File: src/rtl/mem_arb_pkg.sv
// Shared widths, request bundle and round-robin helper
// for the memory port arbiter.
package mem_arb_pkg;

  localparam int ADDR_W    = 32;
  localparam int DATA_W    = 128;
  localparam int STRB_W    = DATA_W / 8;
  localparam int MAX_PORTS = 8;

  typedef struct packed {
    logic              we;
    logic [ADDR_W-1:0] addr;
    logic [DATA_W-1:0] wdata;
    logic [STRB_W-1:0] wstrb;
  } mem_req_t;

  typedef struct packed {
    logic       valid;
    logic [2:0] idx;
  } rr_sel_t;

  // First set bit scanning ptr, ptr+1, ... modulo n.
  function automatic rr_sel_t rr_select(
    input logic [MAX_PORTS-1:0] req_vec,
    input logic [2:0]           ptr,
    input logic [3:0]           n
  );
    rr_sel_t    r;
    logic [3:0] k;
    r = '0;
    for (int i = 0; i < MAX_PORTS; i++) begin
      k = {1'b0, ptr} + 4'(i);
      if (k >= n) k = k - n;
      if (!r.valid && (4'(i) < n) && req_vec[k[2:0]]) begin
        r.valid = 1'b1;
        r.idx   = k[2:0];
      end
    end
    return r;
  endfunction

endpackage

File: src/rtl/mem_arb_id_fifo.sv
// FIFO of port indices for accepted reads; pointers carry
// a wrap bit so full and empty are distinguishable.
module mem_arb_id_fifo #(
  parameter int WIDTH = 2,
  parameter int DEPTH = 4,
  localparam int AW   = $clog2(DEPTH)
) (
  input  logic             clk,
  input  logic             rst,
  input  logic             push,
  input  logic [WIDTH-1:0] push_id,
  input  logic             pop,
  output logic [WIDTH-1:0] head_id,
  output logic             full,
  output logic             empty,
  output logic [AW:0]      count
);

  logic [WIDTH-1:0] mem [DEPTH];
  logic [AW:0]      wr_ptr;
  logic [AW:0]      rd_ptr;
  logic             do_push;
  logic             do_pop;

  assign count   = wr_ptr - rd_ptr;
  assign full    = (count == (AW+1)'(DEPTH));
  assign empty   = (wr_ptr == rd_ptr);
  assign do_pop  = pop & ~empty;
  assign do_push = push & (~full | do_pop);
  assign head_id = mem[rd_ptr[AW-1:0]];

  always_ff @(posedge clk or posedge rst) begin
    if (rst) begin
      wr_ptr <= '0;
      rd_ptr <= '0;
    end else begin
      if (do_push) wr_ptr <= wr_ptr + 1'b1;
      if (do_pop)  rd_ptr <= rd_ptr + 1'b1;
    end
  end

  always_ff @(posedge clk) begin
    if (do_push) mem[wr_ptr[AW-1:0]] <= push_id;
  end

endmodule

File: src/rtl/mem_port_arbiter.sv
// N-master round-robin arbiter onto one memory port with
// lock override and in-order read response routing.
module mem_port_arbiter #(
  parameter int NUM_PORTS       = 3,
  parameter int ADDR_W          = mem_arb_pkg::ADDR_W,
  parameter int DATA_W          = mem_arb_pkg::DATA_W,
  parameter int MAX_OUTSTANDING = 4,
  localparam int IDX_W          = $clog2(NUM_PORTS),
  localparam int STRB_W         = DATA_W / 8,
  localparam int CNT_W          = $clog2(MAX_OUTSTANDING) + 1
) (
  input  logic                        clk_i,
  input  logic                        rst_i,
  input  logic                        lock_en_i,
  input  logic [IDX_W-1:0]            lock_id_i,
  input  logic [NUM_PORTS-1:0]        m_req_i,
  input  logic [NUM_PORTS-1:0]        m_we_i,
  input  logic [NUM_PORTS*ADDR_W-1:0] m_addr_i,
  input  logic [NUM_PORTS*DATA_W-1:0] m_wdata_i,
  input  logic [NUM_PORTS*STRB_W-1:0] m_wstrb_i,
  output logic [NUM_PORTS-1:0]        m_gnt_o,
  output logic [NUM_PORTS*DATA_W-1:0] m_rdata_o,
  output logic [NUM_PORTS-1:0]        m_rvalid_o,
  output logic                        mem_req_o,
  output logic                        mem_we_o,
  output logic [ADDR_W-1:0]           mem_addr_o,
  output logic [DATA_W-1:0]           mem_wdata_o,
  output logic [STRB_W-1:0]           mem_wstrb_o,
  input  logic                        mem_gnt_i,
  input  logic [DATA_W-1:0]           mem_rdata_i,
  input  logic                        mem_rvalid_i,
  output logic                        resp_err_o,
  output logic [CNT_W-1:0]            outstanding_o
);

  import mem_arb_pkg::*;

  logic [NUM_PORTS-1:0] elig;
  logic [MAX_PORTS-1:0] elig_pad;
  rr_sel_t              pick;
  logic                 sel_valid;
  logic [IDX_W-1:0]     rr_ptr;
  logic [IDX_W-1:0]     rr_next;
  logic [3:0]           sel_inc;
  logic                 hs;
  logic                 push;
  logic                 pop;
  logic                 fifo_full;
  logic                 fifo_empty;
  logic [IDX_W-1:0]     head_id;

  // Lock masking leaves only lock_id_i eligible, so the
  // round-robin scan then picks it whenever it can go.
  always_comb begin
    elig = '0;
    for (int k = 0; k < NUM_PORTS; k++) begin
      elig[k] = m_req_i[k]
              & (~lock_en_i | (lock_id_i == IDX_W'(k)))
              & (m_we_i[k] | ~fifo_full);
    end
  end

  always_comb begin
    elig_pad = '0;
    elig_pad[NUM_PORTS-1:0] = elig;
  end

  assign pick      = rr_select(elig_pad, 3'(rr_ptr), 4'(NUM_PORTS));
  assign sel_valid = pick.valid & ~rst_i;

  always_comb begin
    mem_req_o   = 1'b0;
    mem_we_o    = 1'b0;
    mem_addr_o  = '0;
    mem_wdata_o = '0;
    mem_wstrb_o = '0;
    m_gnt_o     = '0;
    for (int k = 0; k < NUM_PORTS; k++) begin
      if (sel_valid && (pick.idx == 3'(k))) begin
        mem_req_o   = 1'b1;
        mem_we_o    = m_we_i[k];
        mem_addr_o  = m_addr_i[k*ADDR_W +: ADDR_W];
        mem_wdata_o = m_wdata_i[k*DATA_W +: DATA_W];
        mem_wstrb_o = m_wstrb_i[k*STRB_W +: STRB_W];
        m_gnt_o[k]  = mem_gnt_i;
      end
    end
  end

  assign hs      = mem_req_o & mem_gnt_i;
  assign push    = hs & ~mem_we_o;
  assign pop     = mem_rvalid_i & ~fifo_empty;
  assign sel_inc = {1'b0, pick.idx} + 4'd1;
  assign rr_next = (sel_inc == 4'(NUM_PORTS)) ? '0
                                              : sel_inc[IDX_W-1:0];

  always_comb begin
    m_rvalid_o = '0;
    m_rdata_o  = '0;
    for (int k = 0; k < NUM_PORTS; k++) begin
      if (pop && (head_id == IDX_W'(k))) begin
        m_rvalid_o[k]                = 1'b1;
        m_rdata_o[k*DATA_W +: DATA_W] = mem_rdata_i;
      end
    end
  end

  always_ff @(posedge clk_i or posedge rst_i) begin
    if (rst_i) begin
      rr_ptr     <= '0;
      resp_err_o <= 1'b0;
    end else begin
      if (hs) rr_ptr <= rr_next;
      if (mem_rvalid_i && fifo_empty) resp_err_o <= 1'b1;
    end
  end

  mem_arb_id_fifo #(
    .WIDTH (IDX_W),
    .DEPTH (MAX_OUTSTANDING)
  ) u_id_fifo (
    .clk     (clk_i),
    .rst     (rst_i),
    .push    (push),
    .push_id (pick.idx[IDX_W-1:0]),
    .pop     (pop),
    .head_id (head_id),
    .full    (fifo_full),
    .empty   (fifo_empty),
    .count   (outstanding_o)
  );

endmodule

File: config.mk
export PLATFORM = sky130hd
export DESIGN_NAME = mem_port_arbiter
export DESIGN_NICKNAME = d
export VERILOG_FILES = /design/src/rtl/mem_arb_pkg.sv /design/src/rtl/mem_arb_id_fifo.sv /design/src/rtl/mem_port_arbiter.sv
export SDC_FILE = /design/constraint.sdc
export NUM_CORES = 1
export LEC_CHECK = 0
export BUFFER_PORTS_ARGS = -buffer_cell sky130_fd_sc_hd__buf_2
export CAP_MARGIN = 10
export CELL_PAD_IN_SITES_DETAIL_PLACEMENT = 0
export CELL_PAD_IN_SITES_GLOBAL_PLACEMENT = 1
export CORE_AREA = 2 2 481 483
export CTS_CLUSTER_DIAMETER = 120
export CTS_CLUSTER_SIZE = 16
export DETAILED_ROUTE_END_ITERATION = 12
export DIE_AREA = 0 0 483 485
export PLACE_DENSITY = 0.33
export RECOVER_POWER = 50
export SETUP_SLACK_MARGIN = 0.1
export SYNTH_ARGS = -nofsm -noshare
export SYNTH_HDL_FRONTEND = slang
export SYNTH_SLANG_ARGS = --single-unit
File: constraint.sdc
create_clock -name clk_i -period 3.8 [get_ports clk_i]
set_input_delay 0 -clock clk_i [delete_from_list [all_inputs] [get_ports clk_i]]
set_output_delay 0 -clock clk_i [all_outputs]
set_load 0.01 [all_outputs]
Word-level counts from Yosys, hierarchy flattened --
Memory sizes are Yosys's and may differ from the RTL's. Index checks and enable logic that the tools add are counted.
Word-level totals: register bits after elaboration 9, memory bits (writable) 8, input port bits 669, output and inout port bits 572, memories 1
Cells by class: $add $sub $neg 9, magnitude comparators 6, equal/unequal tests 9, multiplexer cells 39, bitwise gates (word level) 24, reduce and logical (&&, ||, !) cells 14
Memories:
- u_id_fifo.mem | words 4, bits a word 2, read ports 1, clocked after Yosys merged registers in 0, wr ports 1, line mem_arb_id_fifo.sv:19 | logic [WIDTH-1:0] mem [DEPTH];
Operators by type and width (number):
- 128-bit two-way mux | 6
- 32-bit two-way mux | 3
- 16-bit two-way mux | 3
- 1-bit two-way mux | 17
- 1-bit AND | 12
- 3-bit by 4-bit < comparator with 1-bit output, second input constant | 3
- 4-bit two-way mux | 3
- 1-bit binary-select mux with 3-bit select | 3
- 1-bit logical AND | 9
- 3-bit two-way mux | 3
- 1-bit bitwise OR | 7
- 3-bit by 1-bit adder with 3-bit output, second input constant | 2
- 3-bit by 2-bit >= comparator with 1-bit output, second input constant | 2
- 3-bit by 2-bit subtractor with 3-bit output, second input constant | 2
- 1-bit inverter | 5
- 3-bit by 1-bit adder with 4-bit output, second input constant | 1
- 2-bit by 1-bit == test with 1-bit output, second input constant | 2
- 2-bit == test, second input constant | 2
- 4-bit by 2-bit == test with 1-bit output, second input constant | 1
- 2-bit logical NOT | 2
- 2-bit by 1-bit adder with 3-bit output, second input constant | 1
- 2-bit by 2-bit adder with 3-bit output, second input constant | 1
- 3-bit by 1-bit == test with 1-bit output, second input constant | 1
- 3-bit by 2-bit == test with 1-bit output, second input constant | 1
- 8 further kinds | 9

Logic depth before layout (Yosys ltp) --
Gate-level depths: netlist (run 1).
word-level depth 24, mapped depth 14

Cells and area by module --
Synthesis (run 1) repeated with hierarchy kept, for this count alone.
Unflattened totals: cells, all modules 1620, area, all modules 10218.6 um^2
Modules (own cells, without submodules):
- mem_port_arbiter | instances 1, cells each 1569, area an instance 9464.1 um^2, sequential area each 75.1 um^2
- mem_arb_id_fifo | instances 1, cells each 51, area an instance 754.5 um^2, sequential area each 390.4 um^2

Least setup slack after synthesis (run 1) --
Ideal clock, no wire load.
path type register to register, start point reg u_id_fifo.wr_ptr[0], end point mem u_id_fifo.mem[0][0], enable pin, arrival 3163 ps, data required time 3468 ps, path slack 305 ps, cell stages (with the launch flop) 11, clock period less this slack 3495 ps, path through dfrtp_1 -> inv_1 -> ha_1 -> fa_1 -> xor3_2 -> a221oi_4 -> o2bb2ai_2 -> o22ai_2 -> a311oi_2 -> a221oi_2 -> nor3b_1
On the way: longest elaborated chain between the ends 24
Ends and longest elaborated chain:
- start, declared | line mem_arb_id_fifo.sv:20 | logic [AW:0] wr_ptr;
- start signal, assigned | line mem_arb_id_fifo.sv:37 | if (do_push) wr_ptr <= wr_ptr + 1'b1;
- 3-bit subtractor * | line mem_arb_id_fifo.sv:25 | assign count = wr_ptr - rd_ptr;
- net outstanding_o[2] | line mem_port_arbiter.sv:33 | output logic [CNT_W-1:0] outstanding_o
- 3-bit == test * | line mem_arb_id_fifo.sv:26 | assign full = (count == (AW+1)'(DEPTH));
- 1-bit inverter * | line mem_port_arbiter.sv:59 | & (m_we_i[k] | ~fifo_full);
- 1-bit bitwise OR | line mem_port_arbiter.sv:59
- 1-bit AND | line mem_port_arbiter.sv:59
- 1-bit binary-select mux with 3-bit select | line mem_arb_pkg.sv:34 | if (!r.valid && (4'(i) < n) && req_vec[k[2:0]]) begin
- 1-bit two-way mux (implied by the code) | line mem_arb_pkg.sv:34
- [... 9 more ...]
- 1-bit two-way mux (2 in a row) | line mem_port_arbiter.sv:79 | if (sel_valid && (pick.idx == 3'(k))) begin
- 1-bit two-way mux * | line mem_port_arbiter.sv:79
- net mem_we_o | line mem_port_arbiter.sv:25 | output logic mem_we_o,
- 1-bit inverter * | line mem_port_arbiter.sv:91 | assign push = hs & ~mem_we_o;
- 1-bit AND * | line mem_port_arbiter.sv:91
- 1-bit AND * | line mem_arb_id_fifo.sv:29 | assign do_push = push & (~full | do_pop);
- 1-bit two-way mux * | line mem_arb_id_fifo.sv:43 | if (do_push) mem[wr_ptr[AW-1:0]] <= push_id;
- 1-bit two-way mux (implied by the code) * | line mem_arb_id_fifo.sv:43
- end, declared | line mem_arb_id_fifo.sv:19
Mark *: on every way through the listed nets, which the timed path passes. The rest lies on a longest branch. The select of a mux whose other input is x is not followed.

Final worst setup path (run 1) --
start point reg u_id_fifo.wr_ptr[0], end point out mem_addr_o[15]
On the way: longest elaborated chain between the ends 19
Ends and longest elaborated chain:
- 3-bit subtractor * | line mem_arb_id_fifo.sv:25
- 3-bit == test * | line mem_arb_id_fifo.sv:26
- 1-bit inverter * | line mem_port_arbiter.sv:59
- 1-bit bitwise OR | line mem_port_arbiter.sv:59
- 1-bit AND | line mem_port_arbiter.sv:59
- 1-bit binary-select mux with 3-bit select | line mem_arb_pkg.sv:34
- 1-bit two-way mux (implied by the code) | line mem_arb_pkg.sv:34
- 4-bit two-way mux | line mem_arb_pkg.sv:34
- [... 2 more ...]
- 4-bit two-way mux | line mem_arb_pkg.sv:34
- 1-bit logical NOT | line mem_arb_pkg.sv:34
- 1-bit logical AND | line mem_arb_pkg.sv:34
- 4-bit two-way mux * | line mem_arb_pkg.sv:34
- 3-bit logical NOT or 1-bit AND (tied branches) | line mem_port_arbiter.sv:79, mem_port_arbiter.sv:69
- 1-bit logical AND | line mem_port_arbiter.sv:79
- 32-bit two-way mux (2 in a row) | line mem_port_arbiter.sv:79
- 32-bit two-way mux * | line mem_port_arbiter.sv:79
- end, declared | line mem_port_arbiter.sv:26 | output logic [ADDR_W-1:0] mem_addr_o,
Every way passes the cells marked *; elsewhere a longest branch is shown, timed or not. The select of a mux whose other input is x is not followed.

==> impl_metrics.toml, run 1 <==
[drt]
firstDrtPassIters = 4
wl_per_cell_um = 27.95
drt_iter0_markers = 698
routed.top_layer = "met5"
routed_wirelength_um = 156300
wl_met1_um = 52550
ant_nets = 0
wl_met3_um = 16310
met2WireLength_um = 80390
routed-via-count = 15460
drc_errors = 0
viasPerCell = 2.764

[critical_path]
setup.worst_path.end = "mem_addr_o[15]"
path_depth = 16
r2r_slack_ns = 0.23
worstReg2RegEnd = "u_id_fifo.mem[3][0]"
cpMaxStageDelayCell = "fa_2"
crit_fanout = 8
required_ns = 3.80
rr_worst_depth = 14
cp.arrival_ns = 3.83
critPathBufInv = 7
cp_cell_sequence = "inv_2, ha_4, fa_2, and2_4, a311o_2, buf_6, mux2i_4, a211oi_4, a211oi_4, buf_4, buf_12, buf_8, buf_16, a22oi_2, o21ai_4, buf_12"
slowest_delay_ns = 0.46
cp-startpoint = "u_id_fifo.wr_ptr[0]"
crit_family = "compound AO/OA/AOI/OAI gates"
r2r_start = "u_id_fifo.wr_ptr[0]"
crit_path_end_kind = "output pin"
path_class = "register to output pin"
start_kind = "register"

[yosys]
synth_top_flop_cell = "dfrtp_1"
ys_top_cells_by_area = "and2_1 33%, a22oi_1 18%, o21ai_1 12%"
synth_cell_types = 53
syn_inst = 1171
yosys.area.top_type = "and2_1"
synthArstFlopShare_pct = 52.94
synth_nets = 1852
syn_area_per_cell_um2 = 6.303
yosysTopAreaCellShare_pct = 32.89
synth_seq_area_share_pct = 6.306
synth_edf_count = 8
yosys_register_bits = 17
synth_warnings = 0
yosysMostFrequentCell = "and2_1"
synth_commonest_cells = "388 x and2_1, 186 x nand2_1, 177 x a22oi_1"
syn_area_mm2 = 0.007381

[timing]
slew_violations = 0
hold_viol_final = 0
max_freq_ghz = 0.2610
finClkSkew_ns = 0.007925
tightest_slew_ns = 1.397
setup_viol = 5
rsz0062_at_grt = "yes"
layout_setup_ws_ns = -0.03206
min_period_over_period_pct = 100.8
slew_headroom_pct = 6.872
post-route-min-period_ns = 3.832
timing.hold.ws_ns = 0.03832

[die]
fp.dieW_um = 483
start_util_pct = 3.223
ios = 1241
fp-row-count = 176
die-height_um = 485
fp.coreArea_mm2 = 0.2290
die-area_mm2 = 0.2343

[cells_and_area]
fin_cells = 5592
drive_above_1_share_pct = 66.44
syn2layout_area_growth_pct = 212.3
nFillCells = 27010
nNetsFinal = 3218
final_core_util_pct = 10.07

[power_and_ir_drop]
p_per_area_mw_per_mm2 = 756.7
comb_power_share_pct = 96.9
pwr-share-seq_pct = 1.8
power_switching_uw = 9510
swShare_pct = 54.51
leakage_uw = 0.01004
power.total_uw = 17440
p_int_uw = 7935
ir_drop_mv = 0.3055
clkPwrFrac_pct = 1.3

[placement]
dpl_worst_slack_ns = -0.6821
place_inst = 5422
gp_congestion = 0.9627
dp_hpwl_um = 133100
portBuffers = 1240

[clocking]
root_buffer = "clkbuf_16"
cts-htree-levels = 1
cts.path.max_buffers = 2
clkSinkCount = 17
clock_latency_ns = 0.25
clkSlewWorstSetupHoldPaths_ns = 0.06
tritoncts = "done"
numCtsBuffers = 3

[job]
cap_violations = 0

[run_status]
status = "finished with violations"
violations = "negative setup slack"

[worst_hold_path]
hp-class = "input pin to register"

[global_routing]
grt_pass1_wl_um = 189900
antenna_found_initial = 108
grt_pass1_vias = 15670
grt_max_degree = 130
grt_overflow = 0
track_usage_pct = 12.58
how the worst min path moves through the flow:
stage | start | end | slack (ns) | cells past startpoint
after floorplan | rst_i | resp_err_o | -0.13 | 1
after global placement | rst_i | u_id_fifo.wr_ptr[2] | 0.12 | 3
after detailed placement | rst_i | u_id_fifo.wr_ptr[2] | 0.13 | 3
after CTS | mem_rvalid_i | resp_err_o | 0.04 | 2
after global routing | mem_rvalid_i | resp_err_o | 0.04 | 2
final | mem_rvalid_i | resp_err_o | 0.04 | 2
cells in the final DEF, fill, tap and decap left out, drive strengths merged, types with 5 or more instances in the layout:
| cell | n |
|---|---|
| clkbuf | 110 |
| nor3b | 6 |
| dfrtp | 9 |
| nand3 | 8 |
| ha | 11 |
| a22oi | 177 |
| mux2 | 5 |
| inv | 17 |
| nand2 | 186 |
| o21ai | 181 |
| and2 | 388 |
| buf | 1373 |
| edfxtp | 8 |
| diode | 30 |
routing by layer:
metal / global-route usage (%) / up-vias
met2: 23.43 / 1004
met1: 12.38 / 7297
li1: - / 6856
met3: 5.398 / 241
met4: 4.193 / 60
met5: 0 / -
worst reg2reg max path, cell delays in order, from the launching register on:
cell       delay [ns]
dfrtp_1          0.40
inv_2            0.10
ha_4             0.14
fa_2             0.46
and2_4           0.17
a311o_2          0.43
o2bb2ai_4        0.26
buf_6            0.15
o22ai_4          0.08
buf_4            0.16
a311oi_2         0.30
a221oi_2         0.09
buf_4            0.17
nor3b_1          0.23
buf_4            0.16
state kept, by name, indices dropped and copies added, names as in the netlist:
| name | count |
|---|---|
| u_id_fifo.mem | 8 |
| u_id_fifo.rd_ptr | 3 |
| u_id_fifo.wr_ptr | 3 |
| rr_ptr | 2 |
| resp_err_o | 1 |
final cells by class:
class / instances / area, µm² / share of cell area, %
flip-flops and latches: 17 / 465.4 / 2.019
clock inverters: 1 / 5.005 / 0.02171
well taps: 3026 / 3786 / 16.42
multi-input cells: 1015 / 7762 / 33.67
repair buffers: 1483 / 10820 / 46.94
inverters: 17 / 63.81 / 0.2768
clock buffers: 3 / 75.07 / 0.3256
diodes: 30 / 75.07 / 0.3256
per-stage QoR:
step	instance area, µm²	setup TNS (ns)
5_1_grt	23020	-10.15
3_3_place_gp	18460	-30.65
2_1_floorplan	7381	0
4_1_cts	22550	-2.937
3_5_place_dp	18460	-17.48
6_report	23050	-0.08473
what timing repair did:
item | CTS | global route
setup buffers | 76 | 19
pin swaps | 130 | 132
hold endpoints to repair | 9 | 0
cloned | 39 | 7
resized for setup | 509 | 90
endpoints found under the setup margin | 185 | 183
hold buffers | 1 | 0
power groups by stage:
| stage | Clock [µW] | Sequential, µW | Combinational, µW |
|---|---|---|---|
| 2_1_floorplan | 0 | 323 | 4540 |
| 3_3_place_gp | 0 | 323 | 12900 |
| 3_5_place_dp | 0 | 320 | 12700 |
| 4_1_cts | 230 | 319 | 17200 |
| 5_1_grt | 239 | 327 | 18100 |
| 6_report | 221 | 319 | 16900 |
logic make-up (layout without fill, tap and decap cells):
kind of cell / after synthesis / in the layout / synth area share, %
compound gates: 384 / 384 / 34.11
flops: 17 / 17 / 6.306
buf+inv: 139 / 1504 / 10.02
fa+ha+maj: 12 / 12 / 2.136
other cells: 0 / 30 / 0
simple gates: 607 / 607 / 45.23
xor+xnor: 4 / 4 / 0.6950
mux: 8 / 8 / 1.509
No activity file was read; power rests on OpenSTA's default activity.
==> inputs of run 2 (changes only) <==
ABC_AREA = 1   (was not set)
CORE_AREA = 2 2 483 485   (was 2 2 481 483)
DIE_AREA = 0 0 485 487   (was 0 0 483 485)
PLACE_DENSITY = 0.34   (was 0.33)
==> run 2 against run 1 <==
  * Synthesized cell count rose by 29%
  * Clock skew is 0.0043 ns lower
  * The run now ends clean
  * Utilization down 0.10 points
  * Combinational power rose by 51%
  * Fmax up 2.7%
  * Cell count rose by 6.7%
  * Sequential share of layout area hardly changed
  * Largest power group unchanged
  * Die area grew 0.83%
  * Via count increased by 6.0%
  * Count of clock-buffer cells in the layout is the same
  * Register-to-register slack gained 0.04 ns
  * Worst hold slack lost 0.030 ns
==> impl_metrics.toml, run 2 <==
[placement]
portBuffers = 1240
dp_hpwl_um = 120900
dpl_worst_slack_ns = -0.6661
gp_congestion = 0.9051

[yosys]
synth_seq_area_share_pct = 6.735
synth_commonest_cells = "573 x nor2_1, 205 x nand2_1, 179 x a21oi_1"
synth_cell_types = 31
syn_area_mm2 = 0.006910
synth_nets = 2189
yosysTopAreaCellShare_pct = 31.12
syn_inst = 1508
synth_edf_count = 8
ys_top_cells_by_area = "nor2_1 31%, a21oi_1 13%, o21ai_0 11%"
yosysMostFrequentCell = "nor2_1"
yosys.area.top_type = "nor2_1"
synthArstFlopShare_pct = 52.94
synth_warnings = 0
synth_top_flop_cell = "dfrtp_1"
syn_area_per_cell_um2 = 4.582
yosys_register_bits = 17

[timing]
setup_viol = 0
layout_setup_ws_ns = 0.07019
slew_headroom_pct = 25.58
tightest_slew_ns = 1.116
slew_violations = 0
tns_ns = 0
rsz0062_at_grt = "yes"
max_freq_ghz = 0.2681
hold_viol_final = 0
min_period_over_period_pct = 98.15
post-route-min-period_ns = 3.730
finClkSkew_ns = 0.003654

[clocking]
clkSinkCount = 17
numCtsBuffers = 3
clock_latency_ns = 0.25
root_buffer = "clkbuf_16"
clkSlewWorstSetupHoldPaths_ns = 0.06
cts-htree-levels = 1
cts.path.max_buffers = 2
tritoncts = "done"

[global_routing]
grt_max_degree = 78
grt_pass1_vias = 16210
antenna_found_initial = 95
grt_overflow = 0
grt_pass1_wl_um = 168300
track_usage_pct = 10.84

[power_and_ir_drop]
clkPwrFrac_pct = 0.8
pwr-share-seq_pct = 1.3
ir_drop_mv = 0.5179
p_int_uw = 11300
comb_power_share_pct = 97.9
swShare_pct = 56.58
power_switching_uw = 14730
leakage_uw = 0.01128
p_per_area_mw_per_mm2 = 1129

[die]
die-area_mm2 = 0.2362
fp-row-count = 177
start_util_pct = 2.986
ios = 1241
fp.dieW_um = 485
die-height_um = 487
fp.coreArea_mm2 = 0.2314

[run_status]
status = "finished clean"

[cells_and_area]
regArea_um2 = 465.4
multiInputGateArea_mm2 = 0.007321
layout_commonest_cell = "buf_2"
layout_common_cells = "1,126 x buf_2, 483 x nor2_1, 160 x inv_1"
drive_above_1_share_pct = 64.73
largest_reg_flops = 8
syn2layout_area_growth_pct = 233.6
nNetsFinal = 3585
nFillCells = 27440

[critical_path]
crit_family = "buffers and inverters"
path_class = "register to output pin"
cpMaxStageDelayCell = "fa_1"
crit_fanout = 7
path_common_cell = "buf_12"
slowest_delay_ns = 0.55
required_ns = 3.80
cp_cell_sequence = "ha_4, fa_1, nand2_2, inv_4, nand4_4, nand3_4, nand2_4, nor2_4, nand2_4, o21ai_4, buf_12, nand2_8, buf_12, buf_12, clkbuf_16, o21ai_0, a21oi_2, buf_12"
start_kind = "register"
crit_path_end_kind = "output pin"
critPathBufInv = 6
cp.arrival_ns = 3.73

[drt]
ant_nets = 0
drc_errors = 0
drt_iter0_markers = 713
viasPerCell = 2.746
routed-via-count = 16390
firstDrtPassIters = 5
routed_wirelength_um = 142200
wl_per_cell_um = 23.82

[job]
cap_violations = 0

[worst_hold_path]
hp-class = "input pin to register"
==> run 2: cells by family after synthesis <==
| group | after synthesis | synth area share [%] |
|---|---|---|
| AOI/OAI and AO/OA | 365 | 26.89 |
| xor gates and xnor gates | 3 | 0.3803 |
| adders and majority gates | 12 | 2.281 |
| buffers and inverters | 287 | 16.93 |
| DFF | 17 | 6.736 |
| and+or+nand+nor | 824 | 46.79 |
==> run 2: through the flow <==
stage               area (µm²)  utilization [%]  instances  power (µW)  hold WS, ns
floorplan                 6910                -       1508        6584      -0.1565
global placement         18250            7.887       5823       18660      0.01572
detailed placement       18250            7.887       5823       18470      0.01824
CTS                      19540            8.442       5872       21680     0.003492
global route             23020            9.947       5953       27550     0.009907
finish                   23050            9.962       5967       26030     0.007968
==> run 2: area by class of cell <==
cell class	count	area share, %
Clock buffer	3	0.3256
Clock inverter	1	0.02171
Tap cell	3043	16.51
Sequential cell	17	2.019
Inverter	169	2.822
Multi-Input combinational cell	1207	31.75
Timing Repair Buffer	1506	46.31
Antenna cell	21	0.2279
==> run 2: power groups by stage <==
stage / Clock (µW) / Combinational [µW] / Sequential (µW)
6_report: 217 / 25500 / 326
5_1_grt: 234 / 27000 / 335
4_1_cts: 225 / 21100 / 323
3_5_place_dp: 0 / 18100 / 325
3_3_place_gp: 0 / 18300 / 327
2_1_floorplan: 0 / 6260 / 327
==> run 2: layer usage <==
metal	vias to the layer above	share of wire, %	track usage, %	wire, µm
li1	7538	-	-	-
met1	7560	33	10.35	47340
met2	1049	55	22.07	78080
met3	225	6.7	2.417	9551
met4	14	5.0	4.130	7103
met5	-	0.056	0	80
==> run 2: worst paths after layout <==
path	from	end	slack, ns	depth (start not counted)
min reg2reg	resp_err_o	resp_err_o	0.48	1
max reg2reg	u_id_fifo.rd_ptr[0]	u_id_fifo.wr_ptr[2]	0.27	24
max in group asynchronous	rst_i	rr_ptr[0]	2.78	4
min	mem_rvalid_i	resp_err_o	0.008	3
min in group asynchronous	rst_i	resp_err_o	0.52	4
max	u_id_fifo.rd_ptr[0]	mem_wdata_o[74]	0.07	18
==> run 2: worst register-to-register path, cell delays in order (launching register included) <==
cell and delay [ns]:
dfrtp_1 0.41, ha_4 0.17, fa_1 0.55, nand2_2 0.09, inv_4 0.09, nand4_4 0.13
nand3_4 0.13, nand2_4 0.06, nor2_4 0.20, nand2_4 0.10, nand2_4 0.09, o21ai_4 0.07
buf_12 0.15, nand2_8 0.09, buf_12 0.15, nand2_8 0.10, buf_12 0.14, buf_6 0.11
buf_6 0.11, buf_6 0.11, nand3_4 0.08, nand2_4 0.08, buf_6 0.13, nand3_2 0.04
nand2_1 0.05
==> run 2: what timing repair did <==
action	CTS	global route
pin swaps	23	89
hold buffers	1	0
buffers inserted	35	50
hold endpoints to repair	9	0
endpoints found under the setup margin	178	183
resized for setup	146	694
cloned	10	30
